--- src/rtl/wb_pkg.sv ---
// Shared constants and types for the writeback arbiter.
// wb_entry_t is the default-width FIFO entry; the arbiter rebuilds it for its own n/r.
package wb_pkg;
    localparam int N     = 16;
    localparam int R     = 3;
    localparam int DEPTH = 2;

    typedef struct packed {
        logic [R-1:0] rd;
        logic [N-1:0] data;
    } wb_entry_t;

    typedef enum logic [1:0] {WB_NONE, WB_ALU, WB_LOAD} wb_src_e;
endpackage

--- src/rtl/wb_arbiter_fifo.sv ---
// In-order load-result FIFO with circular pointers and an occupancy counter.
// The head entry is always visible on rdata; pop must only be asserted when non-empty.
module wb_fifo import wb_pkg::*; #(
    parameter int DEPTH = wb_pkg::DEPTH,
    parameter int W     = $bits(wb_entry_t),
    localparam int AW   = $clog2(DEPTH),
    localparam int CW   = AW + 1
) (
    input  logic          clock,
    input  logic          reset_n,
    input  logic          push,
    input  logic          pop,
    input  logic [W-1:0]  wdata,
    output logic [W-1:0]  rdata,
    output logic          full,
    output logic          empty,
    output logic [CW-1:0] count
);
    logic [W-1:0]  mem_q [DEPTH];
    logic [AW-1:0] wr_q, rd_q;
    logic [CW-1:0] cnt_q;

    always_ff @(posedge clock or negedge reset_n) begin
        if (!reset_n) begin
            wr_q  <= '0;
            rd_q  <= '0;
            cnt_q <= '0;
        end else begin
            if (push) wr_q <= wr_q + 1'b1;
            if (pop)  rd_q <= rd_q + 1'b1;
            case ({push, pop})
                2'b10:   cnt_q <= cnt_q + 1'b1;
                2'b01:   cnt_q <= cnt_q - 1'b1;
                default: cnt_q <= cnt_q;
            endcase
        end
    end

    // Storage needs no reset: pointers and count define which entries are live.
    always_ff @(posedge clock) begin
        if (push) mem_q[wr_q] <= wdata;
    end

    assign rdata = mem_q[rd_q];
    assign full  = (cnt_q == CW'(DEPTH));
    assign empty = (cnt_q == '0);
    assign count = cnt_q;
endmodule

--- src/rtl/wb_arbiter.sv ---
// Writeback arbiter for the register-file write port: ALU results beat buffered
// load results; a busy scoreboard tracks outstanding loads and stalls decode.
module wb_arbiter import wb_pkg::*; #(
    parameter int n     = wb_pkg::N,
    parameter int r     = wb_pkg::R,
    parameter int DEPTH = wb_pkg::DEPTH
) (
    input  logic                   clock,
    input  logic                   reset_n,
    input  logic                   alu_valid,
    input  logic [r-1:0]           alu_rd,
    input  logic [n-1:0]           alu_data,
    input  logic                   ld_issue,
    input  logic [r-1:0]           ld_issue_rd,
    input  logic                   ld_valid,
    input  logic [r-1:0]           ld_rd,
    input  logic [n-1:0]           ld_data,
    output logic                   ld_ready,
    input  logic [r-1:0]           dec_ra1,
    input  logic [r-1:0]           dec_ra2,
    input  logic [r-1:0]           dec_rd,
    input  logic                   dec_we,
    output logic                   hazard,
    output logic                   we3,
    output logic [r-1:0]           wa3,
    output logic [n-1:0]           wd3,
    output logic [2**r-1:0]        busy,
    output logic [$clog2(DEPTH):0] fifo_count
);
    typedef struct packed {
        logic [r-1:0] rd;
        logic [n-1:0] data;
    } entry_t;

    entry_t         push_e, head_e;
    logic           push, pop, full, empty;
    wb_src_e        src_d;
    logic [r-1:0]   wa3_d, wa3_q;
    logic [n-1:0]   wd3_d, wd3_q;
    logic           we3_q, wb_is_load_q;
    logic [2**r-1:0] busy_d, busy_q;

    // ld_ready comes from the registered count only, so a full FIFO refuses even on a pop cycle.
    assign ld_ready = ~full;
    assign push     = ld_valid & ld_ready & (ld_rd != '0);
    assign push_e   = '{rd: ld_rd, data: ld_data};

    wb_fifo #(.DEPTH(DEPTH), .W($bits(entry_t))) u_fifo (
        .clock  (clock),
        .reset_n(reset_n),
        .push   (push),
        .pop    (pop),
        .wdata  (push_e),
        .rdata  (head_e),
        .full   (full),
        .empty  (empty),
        .count  (fifo_count)
    );

    // A write to r0 never claims the slot, letting the FIFO drain that cycle.
    always_comb begin
        src_d = WB_NONE;
        pop   = 1'b0;
        wa3_d = wa3_q;
        wd3_d = wd3_q;
        if (alu_valid && alu_rd != '0) begin
            src_d = WB_ALU;
            wa3_d = alu_rd;
            wd3_d = alu_data;
        end else if (!empty) begin
            src_d = WB_LOAD;
            pop   = 1'b1;
            wa3_d = head_e.rd;
            wd3_d = head_e.data;
        end
    end

    // Clear on the commit edge, then set, so a same-edge reissue keeps the bit.
    always_comb begin
        busy_d = busy_q;
        if (we3_q && wb_is_load_q) busy_d[wa3_q] = 1'b0;
        if (ld_issue && ld_issue_rd != '0) busy_d[ld_issue_rd] = 1'b1;
        busy_d[0] = 1'b0;
    end

    always_ff @(posedge clock or negedge reset_n) begin
        if (!reset_n) begin
            we3_q         <= 1'b0;
            wb_is_load_q  <= 1'b0;
            wa3_q         <= '0;
            wd3_q         <= '0;
            busy_q        <= '0;
        end else begin
            we3_q         <= (src_d != WB_NONE);
            wb_is_load_q  <= (src_d == WB_LOAD);
            wa3_q         <= wa3_d;
            wd3_q         <= wd3_d;
            busy_q        <= busy_d;
        end
    end

    assign hazard = busy_q[dec_ra1] | busy_q[dec_ra2] | (dec_we & busy_q[dec_rd]);
    assign we3    = we3_q;
    assign wa3    = wa3_q;
    assign wd3    = wd3_q;
    assign busy   = busy_q;
endmodule

--- config.mk ---
export PLATFORM = sky130hd
export DESIGN_NAME = wb_arbiter
export DESIGN_NICKNAME = d
export VERILOG_FILES = /design/src/rtl/wb_pkg.sv /design/src/rtl/wb_arbiter_fifo.sv /design/src/rtl/wb_arbiter.sv
export SDC_FILE = /design/constraint.sdc
export NUM_CORES = 1
export LEC_CHECK = 0
export CORE_UTILIZATION = 50
export DETAILED_ROUTE_END_ITERATION = 6
export PLACE_DENSITY = 0.84
export SETUP_SLACK_MARGIN = 0.05
export SLEW_MARGIN = 10
export SYNTH_ARGS = -nofsm -noshare
export SYNTH_HDL_FRONTEND = slang
export SYNTH_SLANG_ARGS = --single-unit
export TNS_END_PERCENT = 50
--- constraint.sdc ---
create_clock -name clock -period 3.89 [get_ports clock]
set_clock_uncertainty 0.15 [all_clocks]
set_input_delay 0.5835 -clock clock [delete_from_list [all_inputs] [get_ports clock]]
set_output_delay 0.5835 -clock clock [all_outputs]
set_load 0.03 [all_outputs]
* Yosys cells after proc, flatten, opt, wreduce, memory -nomap -nowiden
Memories as Yosys holds them, arrays and structs flattened. Index checks and enable logic that the tools add are counted.
Storage, ports and cells: bits in registers 32, bits in writable memories 38, output and inout bits 32, memories kept 1
Memory list:
- u_fifo.mem_q | depth 2, width 19, read ports 1, clocked after Yosys merged registers in 0, write ports 1, line wb_arbiter_fifo.sv:19 | logic [W-1:0] mem_q [DEPTH];
Cells by class: $add $sub $neg 4, $lt $le $gt $ge 7, eq/ne operators 5, multiplexer cells 23, bitwise logic cells 9, reduce and logical (&&, ||, !) cells 11
Operators by type and width (count):
- $mux 16 | 2
- $lt 3x4->1 const B | 5
- $mux 8 | 2
- $bmux 1 s3 | 3
- $mux 1 | 9
- $reduce_bool 3->1 | 3
- $and 8x8->8 | 1
- $not 8->8 | 1
- $or 8x8->8 | 1
- $demux 1 s3 | 2
- $eq 2x2->1 const B | 3
- $ge 3x1->1 const B | 2
- $mux 3 | 2
- $logic_and 1x1->1 | 5
- $mux 2 | 2
- $pmux 2 s2 | 1
- $reduce_bool 2->1 | 2
- $and 1x1->1 | 3
- $add 1x1->1 const B | 2
- $add 2x1->2 const B | 1
- $eq 2x1->1 const B | 1
- $logic_not 2->1 | 1
- $ne 2x1->1 const B | 1
- $or 1x1->1 | 2
- other kinds (2) | 2

* Longest topological paths before layout
Gate-level depths: netlist of run 1.
depth in word-level cells 9, depth in mapped cells 7, mapped depth without buffers 6

* Modules after synthesis
Synthesis of run 1 repeated with hierarchy kept, for this count alone.
Unflattened totals: cells, all modules 219, area, all modules 3004.1 sq um
By module, submodules not included:
- wb_fifo | times used 1, cells each 75, area each 1556.5 sq um
- wb_arbiter | times used 1, cells each 144, area each 1447.6 sq um

* Worst setup path before layout of run 1
Ideal clock, no wire load.
kind reg2reg, from reg u_fifo.cnt_q[0], in the netlist u_fifo.count[0], to mem u_fifo.mem_q[1][0] (netlist name) (enable), setup time 0.395 ns, arrival 2.014 ns, data required time 3.345 ns, setup slack 1.331 ns, stages on the path, launching flop included 4, path buffers 0, period minus slack after synthesis 2.559 ns, cell sequence dfrtp_1 -> nand2b_1 -> o311ai_2 -> nor2_1
On the way: word-level cells in the longest chain between the ends 6
Ends and longest elaborated chain:
- start, declared | line wb_arbiter_fifo.sv:21 | logic [CW-1:0] cnt_q;
- start signal, assigned | line wb_arbiter_fifo.sv:32 | 2'b10: cnt_q <= cnt_q + 1'b1;
- start signal, assigned | line wb_arbiter_fifo.sv:33 | 2'b01: cnt_q <= cnt_q - 1'b1;
- start signal, assigned | line wb_arbiter_fifo.sv:34 | default: cnt_q <= cnt_q;
- $eq 2x2->1 | line wb_arbiter_fifo.sv:45 | assign full = (cnt_q == CW'(DEPTH));
- $not 1->1 | line wb_arbiter.sv:44 | assign ld_ready = ~full;
- via ld_ready | line wb_arbiter.sv:18 | output logic ld_ready,
- $and 1x1->1 (2 in a row) | line wb_arbiter.sv:45 | assign push = ld_valid & ld_ready & (ld_rd != '0);
- $mux 1 | line wb_arbiter_fifo.sv:41 | if (push) mem_q[wr_q] <= wdata;
- $mux 1 (not written as such) | line wb_arbiter_fifo.sv:41
- end, declared | line wb_arbiter_fifo.sv:19
The timed path passes the listed nets, and every way through them passes these cells.

* Final worst setup path of run 1
from in dec_rd[2], to out hazard
On the way: word-level cells in the longest chain between the ends 4
Ends and longest elaborated chain:
- start, declared | line wb_arbiter.sv:21 | input logic [r-1:0] dec_rd,
- $bmux 1 s3 | line wb_arbiter.sv:102 | assign hazard = busy_q[dec_ra1] | busy_q[dec_ra2] | (dec_we & busy_q[dec_rd]);
- $mux 1 (not written as such) | line wb_arbiter.sv:102
- $and 1x1->1 | line wb_arbiter.sv:102
- $or 1x1->1 | line wb_arbiter.sv:102
- end, declared | line wb_arbiter.sv:23 | output logic hazard,
No other way between the ends. The select of a mux whose other input is x is not followed.

==> results.md, run 1 <==
- R2r setup slk: ~1800 ps
- Endpoint class of the critical path: primary output
- Async S/R FF share, synth: between 40% and 50%
- Post-route clock period utilization: 87.8%
- Clock sink count: 70
- Hold Path Class: flop to flop
- Synthesized area: 2960 um^2
- Std-Cell Rows: 27
- Net count after synthesis: about 300
- Unique masters post-synth: 30
- Max Cap Violations: 0
- Routability cong.: approximately 0.83
- Starting Density: around 53%
- Initial antenna violation count: 0
- First-pass GRT wire length: 9830 um
- Pins Over Slew Limit: 0
- Layout cell share with drive strength beyond 1: 6.89%
- Post-cts resize count: 0
- CP arrival: roughly 2700 ps
- First-pass DRT Iterations: 4
- Most frequent cell after synthesis: edfxtp_1
- Antenna cells: 0
- CP required: roughly 3200 ps
- RSZ-0062 raised after global routing: no
- Post-Syn Instances: approximately 240
- DRC: 0
- Busiest grt layer: met2
- Worst skew pair latency: 330 ps
- Die Width: 78.9 um
- Remaining antenna violation count: 0
- WL/cell: 15.1 um
- Ys Warns: 0
- Die H: 78.9 um
- Total track usage: 21.3%
- Hold-fix buffers at CTS: 0
- Peak VDD IR: 435 uV
- Setup bufs post-CTS: 0
- TritonCTS Buffers: 9
- Static Leak: 1.59 nW
- Largest net degree at the start of global routing: 41
- # IOs: 88
- Worst-Margin Slew: between 1000 and 1500 ps
- Area contributors post-synth: edfxtp_1, dfrtp_1, mux2i_1, o21ai_0, a21oi_1
- Tmin final: 3410 ps
- Vias per inst: 5.34
- Vias in the first global route: 2153
- WL final: 6140 um
- Area Growth Syn to Fin: 38.7%
- Max Clk Rate: 0.293 GHz
- Critical Path Start Type: primary input
- Outcome: complete, no violations
- EDFF count, synth: 38
- Maximum clock path buffer count: 2
- Synthesized area per cell: ~12 um^2
- Final hold violations: 0
- 1st-iter DRT viols: 175
- Crit Path Class: primary input to primary output
- # H-tree levels: 3
- Synth cell count leaders: edfxtp_1, dfrtp_1, o21ai_0
- Area of the core: 5610 um^2
- IO buf count: between 80 and 90
- Die area: a little over 6000 um^2
- Ys flop type: edfxtp_1
- Clk root buf: clkbuf_8
- Final setup vio count: 0
- Slew headroom: 27.0%
- Post-synth top area share: 38.6%
- CTS clk-pin slew, worst paths: 70 ps
- Seq cells post-synth: 70
- Routed via count: 2167
- Congestion Overflow GR: 0
- Leading area contributor after synthesis: edfxtp_1
- TritonCTS clock tree: yes
- Final core utilization: between 70% and 80%
- Critical path peak fanout: 3
- Sequential area share after synthesis: 65.7%
- Met1 Usage GRT: 25.7%
- Setup TNS Final: 0 ps
- Nets: about 390
- Global-route met3 utilization: 5.75%
- Hpwl dp: 4240 um
- Power Dens Cells: ~730 nW/um^2
- Met2 Use GR: 36.2%
==> final timing paths <==
check / from / end / depth (start not counted)
worst max-delay path: dec_rd[2] / hazard / 6
worst min-delay path: u_fifo.wr_q / u_fifo.wr_q / 1
worst max register to register: u_fifo.count[0] / u_fifo.mem_q[0][4] / 4
worst min register to register: u_fifo.wr_q / u_fifo.wr_q / 1
max in group asynchronous: reset_n / u_fifo.rd_q / 2
min in group asynchronous: reset_n / u_fifo.count[0] / 2
==> cells by family after synthesis <==
group,count (synthesis),share of synthesized area (%)
simple gates,62,8.97
xor+xnor,5,1.48
fa+ha+maj,1,0.423
buf+inv,12,1.90
flops,70,65.7
mux,26,9.86
other cells,1,0.127
compound gates,61,11.6
==> area by class of cell <==
| cell class | count | area (um^2) |
|---|---|---|
| clock inverter | 5 | 73.8 |
| inverter | 1 | 3.75 |
| timing repair buffer | 91 | 898 |
| tap | 72 | 90.1 |
| clock buffer | 11 | 131 |
| multi-input combinational | 156 | 962 |
| fill | 399 | 1510 |
| sequential | 70 | 1940 |
==> metal layers <==
layer / up-vias / wire (um)
met3: 6 / 399
met2: 83 / 3020
met4: 0 / 79
met5: - / 0
li1: 1041 / -
met1: 1037 / 2640
==> stage by stage <==
step	std cells	worst slack [ps]	hold WS [ps]	total power, mW	instance area, um^2
2_1_floorplan	238	1330	138	1.93	2960
3_3_place_gp	390	527	333	2.38	3900
3_5_place_dp	390	468	361	2.42	3900
4_1_cts	406	466	374	3.03	4100
5_1_grt	406	404	396	3.18	4100
6_report	406	476	370	3.01	4100
==> critical path, stage by stage <==
cell	delay, ps
clkdlybuf4s50_1	540
mux4_1	550
nand2b_1	160
o211ai_1	100
o2111ai_1	130
clkdlybuf4s50_1	610
==> registers in the layout (all words and copies together), names as in the netlist <==
name / flops
busy: 7
u_fifo.mem_q: 38
wa3: 3
we3: 1
wd3: 16
u_fifo.rd_q: 1
wb_is_load_q: 1
u_fifo.wr_q: 1
u_fifo.count: 2
==> power breakdown <==
group	switching [mW]	internal, mW
clock network	0.252	0.357
logic	0.651	0.533
registers	0.200	1.02
total	1.10	1.91
==> cells in the final DEF, fill, tap and decap left out, types with 5 or more instances in the layout <==
cell	n
mux2i_1	22
nand2_1	24
clkbuf_8	9
a21oi_1	22
clkdlybuf4s50_1	86
edfxtp_1	38
nor2_1	25
buf_4	5
dfrtp_1	32
nand2b_1	8
o21ai_0	31
(Power assumes the default switching activity.)
==> run 2: changes to the inputs <==
Settings changed: CAP_MARGIN set to 20, CORE_MARGIN set to 4.
==> run 2 against run 1 <==
Combinational power is essentially flat. Global-route usage shrank 2.9 points. Critical path depth is the same. First-iteration DRC count shrank 34%. Core utilization shrank 0.067 points. Sequential power is essentially flat. Cell area is essentially flat. Critical endpoint unchanged.
==> results.md, run 2 (same netlist as run 1, synthesis figures left out) <==
- Final setup vio count: 0 (unchanged)
- Die Width: 84.9 um (+7.6%)
- Critical Path Start Type: primary input
- Congestion Overflow GR: 0 (unchanged)
- Die area: 7210 um^2 (+16%)
- Area Growth Syn to Fin: 38.5% (about the same)
- Total track usage: 18.4% (-2.9 points)
- Setup WS pre-CTS: 468 ps (-0.285 ps)
- Most frequent CP cell: clkdlybuf4s50_1
- Highest cell delay on the worst timing path: 610 ps (about the same)
- CTS clk-pin slew, worst paths: 70 ps (about the same)
- Final hold violations: 0 (unchanged)
- Fin Hold WS: 169 ps (-201 ps)
- Static Leak: 1.59 nW (-0.21%)
- Pins Over Slew Limit: 0 (unchanged)
- Std-Cell Rows: 27 (unchanged)
- Post-cts resize count: 0 (unchanged)
- Worst-Margin Slew: 1070 ps (-22.5 ps)
- Critical-path top delay cell: clkdlybuf4s50_1
- Nets: 385 (-0.26%)
- # H-tree levels: 3 (unchanged)
- DRC: 0 (unchanged)
- Hpwl dp: 4590 um (+8.3%)
- # IOs: 88 (unchanged)
- Starting Density: 52.7% (unchanged)
- Routed via count: 2185 (+0.83%)
- Vias in the first global route: 2190 (+1.7%)
- Largest net degree at the start of global routing: 41 (unchanged)
- Die H: 84.9 um (+7.6%)
- Tmin final: 3440 ps (+25.2 ps)
- 1st-iter DRT viols: 116 (-34%)
- Most common cell after layout, fill and taps aside: clkdlybuf4s50_1
- Area of the core: 5610 um^2 (unchanged)
- RSZ-0062 raised after global routing: no
- Power Dens Cells: 741 nW/um^2 (+0.94%)
- CP required: 3160 ps (about the same)
- Max Cap Violations: 0 (unchanged)
- Bufs and invs on worst path: 2 (unchanged)
- First-pass DRT Iterations: 4 (unchanged)
- Crit Path Class: primary input to primary output
- Crit-path cells: clkdlybuf4s50_1 > mux2_1 > a22o_1 > a211oi_2 > o2111ai_1 > clkdlybuf4s50_1
- Hold-fix buffers at CTS: 0 (unchanged)
- Routability cong.: 0.911 (+10%)
- Setup bufs post-CTS: 0 (unchanged)
- Critical path peak fanout: 4 (+1)
- Maximum clock path buffer count: 2 (unchanged)
- IO buf count: 86 (unchanged)
- Most frequent cells in the layout: clkdlybuf4s50_1, edfxtp_1, dfrtp_1, o21ai_0, nor2_1
- Peak VDD IR: 543 uV (+25%)
- Delay-heaviest family, CP: buffers and inverters
- Largest Register: u_fifo.mem_q
- Antenna cells: 0 (unchanged)
- Remaining antenna violation count: 0 (unchanged)
- TritonCTS Buffers: 9 (unchanged)
- Initial antenna violation count: 0 (unchanged)
- First-pass GRT wire length: 10400 um (+5.5%)
- Max Clk Rate: 0.291 GHz (-0.73%)
- WL/cell: 16.2 um (+7.1%)
- Worst skew pair latency: 330 ps (about the same)
- WL final: 6560 um (+6.8%)
- Final non-filler cell total: 405 (-0.25%)
- Clock sink count: 70 (unchanged)
- Setup WS post-layout: 450 ps (-25.2 ps)
- Clk root buf: clkbuf_8
- Max FFs per register: 38 (unchanged)
- Layout cell share with drive strength beyond 1: 7.51% (+0.62 points)
- Vias per inst: 5.40 (+1.1%)
- Placed cell count: 389 (-0.26%)
- TritonCTS clock tree: yes
- Setup TNS Final: 0 ps (unchanged)
- Slew headroom: 28.5% (+1.5 points)
- Outcome: complete, no violations
- CP arrival: 2710 ps (+30 ps)
- Endpoint class of the critical path: primary output
- Hold Path Class: primary input to asynchronous set/reset pin
- Post-route clock period utilization: 88.4% (+0.65 points)
## run 2: layer usage
layer / share of wire (%) / global-route usage, %
met5: 0 / 0
met4: 0.78 / 5.90
met3: 7.1 / 4.85
met2: 52 / 32.8
met1: 40 / 21.5
## run 2: worst reg2reg max path: stages (launching register included)
cell and delay (ps):
dfrtp_1 450, nor2_2 130, buf_4 370, nor2_1 180
ha_1 350, nor2_1 150, xor2_1 150
## run 2: path summary, 6_finish.rpt
path                                         to            start  slack, ps  depth (start not counted)
worst max-delay path                     hazard       dec_ra1[1]        450                          6
worst min-delay path                    busy[1]          reset_n        170                          1
worst max register to register  u_fifo.count[1]  u_fifo.count[0]       1900                          6
worst min register to register      u_fifo.wr_q      u_fifo.wr_q        350                          1
max in group asynchronous               wd3[14]          reset_n       2940                          1
min in group clock                  u_fifo.wr_q      u_fifo.wr_q        350                          1
## run 2: area by class of cell
type / instances / area (um^2)
clock buffer: 10 / 128
clock inverter: 6 / 86.3
multi-input combinational: 156 / 962
fill: 389 / 1510
inverter: 1 / 3.75
tap: 72 / 90.1
sequential: 70 / 1940
timing repair buffer: 90 / 886
## run 2: per-stage QoR
step | power [mW] | utilization [%] | instance area (um^2)
after floorplan | 1.93 | - | 2960
after global routing | 3.20 | 73.1 | 4100
after CTS | 3.06 | 73.1 | 4100
after detailed placement | 2.42 | 69.3 | 3880
final | 3.03 | 73.1 | 4100
after global placement | 2.38 | 69.3 | 3880
## run 2: power by group
| part | switching, mW | leakage, nW | total (mW) | internal [mW] |
|---|---|---|---|---|
| combinational | 0.666 | 0.754 | 1.20 | 0.531 |
| sequential | 0.200 | 0.726 | 1.22 | 1.02 |
| clock | 0.261 | 0.106 | 0.621 | 0.360 |
==> patch (settings of run 2) <==
Change the package constant `DEPTH` from 2 to 4.
--- a/src/rtl/wb_pkg.sv
+++ b/src/rtl/wb_pkg.sv
@@ -4,5 +4,5 @@
     localparam int N     = 16;
     localparam int R     = 3;
-    localparam int DEPTH = 2;
+    localparam int DEPTH = 4;
 
     typedef struct packed {
Interface: changed (resized fifo_count); port bits go from 88 to 89. No check against the original RTL was run, so the function may have changed too.
==> patch against run 2 <==
- largest cell class unchanged
- clock power up 12%
- critical path type unchanged
- die area rose by 49%
- power up 36%
- critical path depth decreased by 1
- worst setup slack improved by 0.11 ns
- via count rose by 27%
- area after synthesis is 54% higher
- largest power group unchanged
- synthesized cell count up 21%
- sequential cell count rose by 41
- combinational power rose by 35%
- highest routed layer unchanged
- routed wire length increased by 42%
- final area increased by 41%
- maximum frequency up 3.4%
==> patch: results (changes against run 2) <==
- Run status: complete, no violations (unchanged)
- Maximum number of pins on one net before global-route repair: 38 (was 41)
- Filler Cells Inserted: 610 (was 389)
- Post-CTS clock slew at the launch and capture registers of the worst setup and hold paths: 0.10 ns (was 0.07 ns)
- Final GP Congestion: 0.7813 (was 0.9107)
- Total wire length: 9329 µm (was 6558 µm)
- Initial DRC count: 203 (was 116)
- Critical Path AT: 2.59 ns (was 2.71 ns)
- Vias post-DR: 2,775 (was 2,185)
- Distinct cell type count after synthesis: 36 (was 30)
- Clock latency on the worst-skew pair: 0.37 ns (was 0.33 ns)
- Endpoint of the worst register-to-register path: u_fifo.count[2] (was u_fifo.count[1])
- Cell Count Post-Placement: 474 (was 389)
- CP Launch Point: dec_ra1[2] (was dec_ra1[1])
- Filler-free cell count of the finished design: 490 (was 405)
- Pin slew with the least headroom to its limit: 0.9219 ns (was 1.072 ns)
- DR WL met2: 4766 µm (was 3400 µm)
- Net Count, Synth: 349 (was 295)
- Peak ir drop on the vdd network: 0.2489 mV (was 0.5428 mV)
- Count of port buffers added during placement: 87 (was 86)
- Layout net count: 439 (was 385)
- Most common library cells after synthesis: 76 x sky130_fd_sc_hd__edfxtp_1, 38 x sky130_fd_sc_hd__nand2_1, 35 x sky130_fd_sc_hd__dfrtp_1, 22 x sky130_fd_sc_hd__mux4_2, 17 x sky130_fd_sc_hd__nor2_1 (was 38 x sky130_fd_sc_hd__edfxtp_1, 32 x sky130_fd_sc_hd__dfrtp_1, 31 x sky130_fd_sc_hd__o21ai_0, 26 x sky130_fd_sc_hd__nor2_1, 24 x sky130_fd_sc_hd__nand2_1)
- Ranking of synthesized cells by area: sky130_fd_sc_hd__edfxtp_1 50%, sky130_fd_sc_hd__dfrtp_1 19%, sky130_fd_sc_hd__mux4_2 11%, sky130_fd_sc_hd__nand2_1 3.1%, sky130_fd_sc_hd__a31oi_1 2.2% (was sky130_fd_sc_hd__edfxtp_1 39%, sky130_fd_sc_hd__dfrtp_1 27%, sky130_fd_sc_hd__mux2i_1 7.4%, sky130_fd_sc_hd__o21ai_0 5.2%, sky130_fd_sc_hd__a21oi_1 3.7%)
- Reported leakage power: 2.086 nW (was 1.586 nW)
- Cell count after synthesis: 287 (was 238)
- Worst Reg-to-Reg Cells: 7 (was 6)
==> patch: area by class of cell <==
cell class | count | area [µm²] | area share, %
inverters | 6 | 22.52 | 0.3910
flip-flops and latches | 111 | 3158 | 54.82
repair buffers | 93 | 910.9 | 15.81
multi-input cells | 156 | 1333 | 23.13
well taps | 108 | 135.1 | 2.346
clock buffers | 9 | 123.9 | 2.150
clock inverters | 7 | 77.57 | 1.347
==> patch: worst max-delay path: stages <==
cell,delay (ns)
sky130_fd_sc_hd__clkdlybuf4s50_1,0.58
sky130_fd_sc_hd__mux2i_1,0.10
sky130_fd_sc_hd__mux4_2,0.48
sky130_fd_sc_hd__o311ai_0,0.12
sky130_fd_sc_hd__clkdlybuf4s50_1,0.73
==> patch: report_power, final <==
part           leakage, nW  total (mW)  internal (mW)  switching (mW)
Combinational        0.891        1.62          0.760           0.862
Clock                0.102       0.693          0.306           0.387
Sequential            1.09        1.82           1.59           0.237
==> patch: through the flow <==
step / util [%] / setup slack (ns) / area [µm²] / hold slack, ns
6_report: 65.42 / 0.5635 / 5761 / 0.1440
5_1_grt: 65.42 / 0.4741 / 5761 / 0.2012
4_1_cts: 65.35 / 0.5559 / 5754 / 0.1566
3_5_place_dp: 63.06 / 0.5673 / 5553 / 0.3838
3_3_place_gp: 63.06 / 0.6151 / 5553 / 0.3779
2_1_floorplan: - / 1.033 / 4568 / 0.1379
==> patch: how the worst min path moves through the flow <==
stage,end,cells after the start
floorplan,busy[1],0
global placement,u_fifo.wr_q[1],1
detailed placement,wd3[14],2
CTS,u_fifo.wr_q[0],1
global route,u_fifo.wr_q[1],1
finish,u_fifo.wr_q[1],1
==> patch: kinds of logic after synthesis <==
kind of cell	count (synthesis)	synth area share [%]
flops	111	69.13
simple gates	75	7.313
compound gates	37	5.369
mux	31	12.90
buf+inv	20	2.246
fa+ha+maj	6	1.808
xor+xnor	6	1.150
other cells	1	0.08209
==> patch: routing by layer <==
| metal | vias up | track usage, % |
|---|---|---|
| li1 | 1270 | - |
| met1 | 1399 | 23.69 |
| met2 | 94 | 31.26 |
| met3 | 12 | 4.664 |
| met4 | 0 | 5.033 |
| met5 | - | 0 |
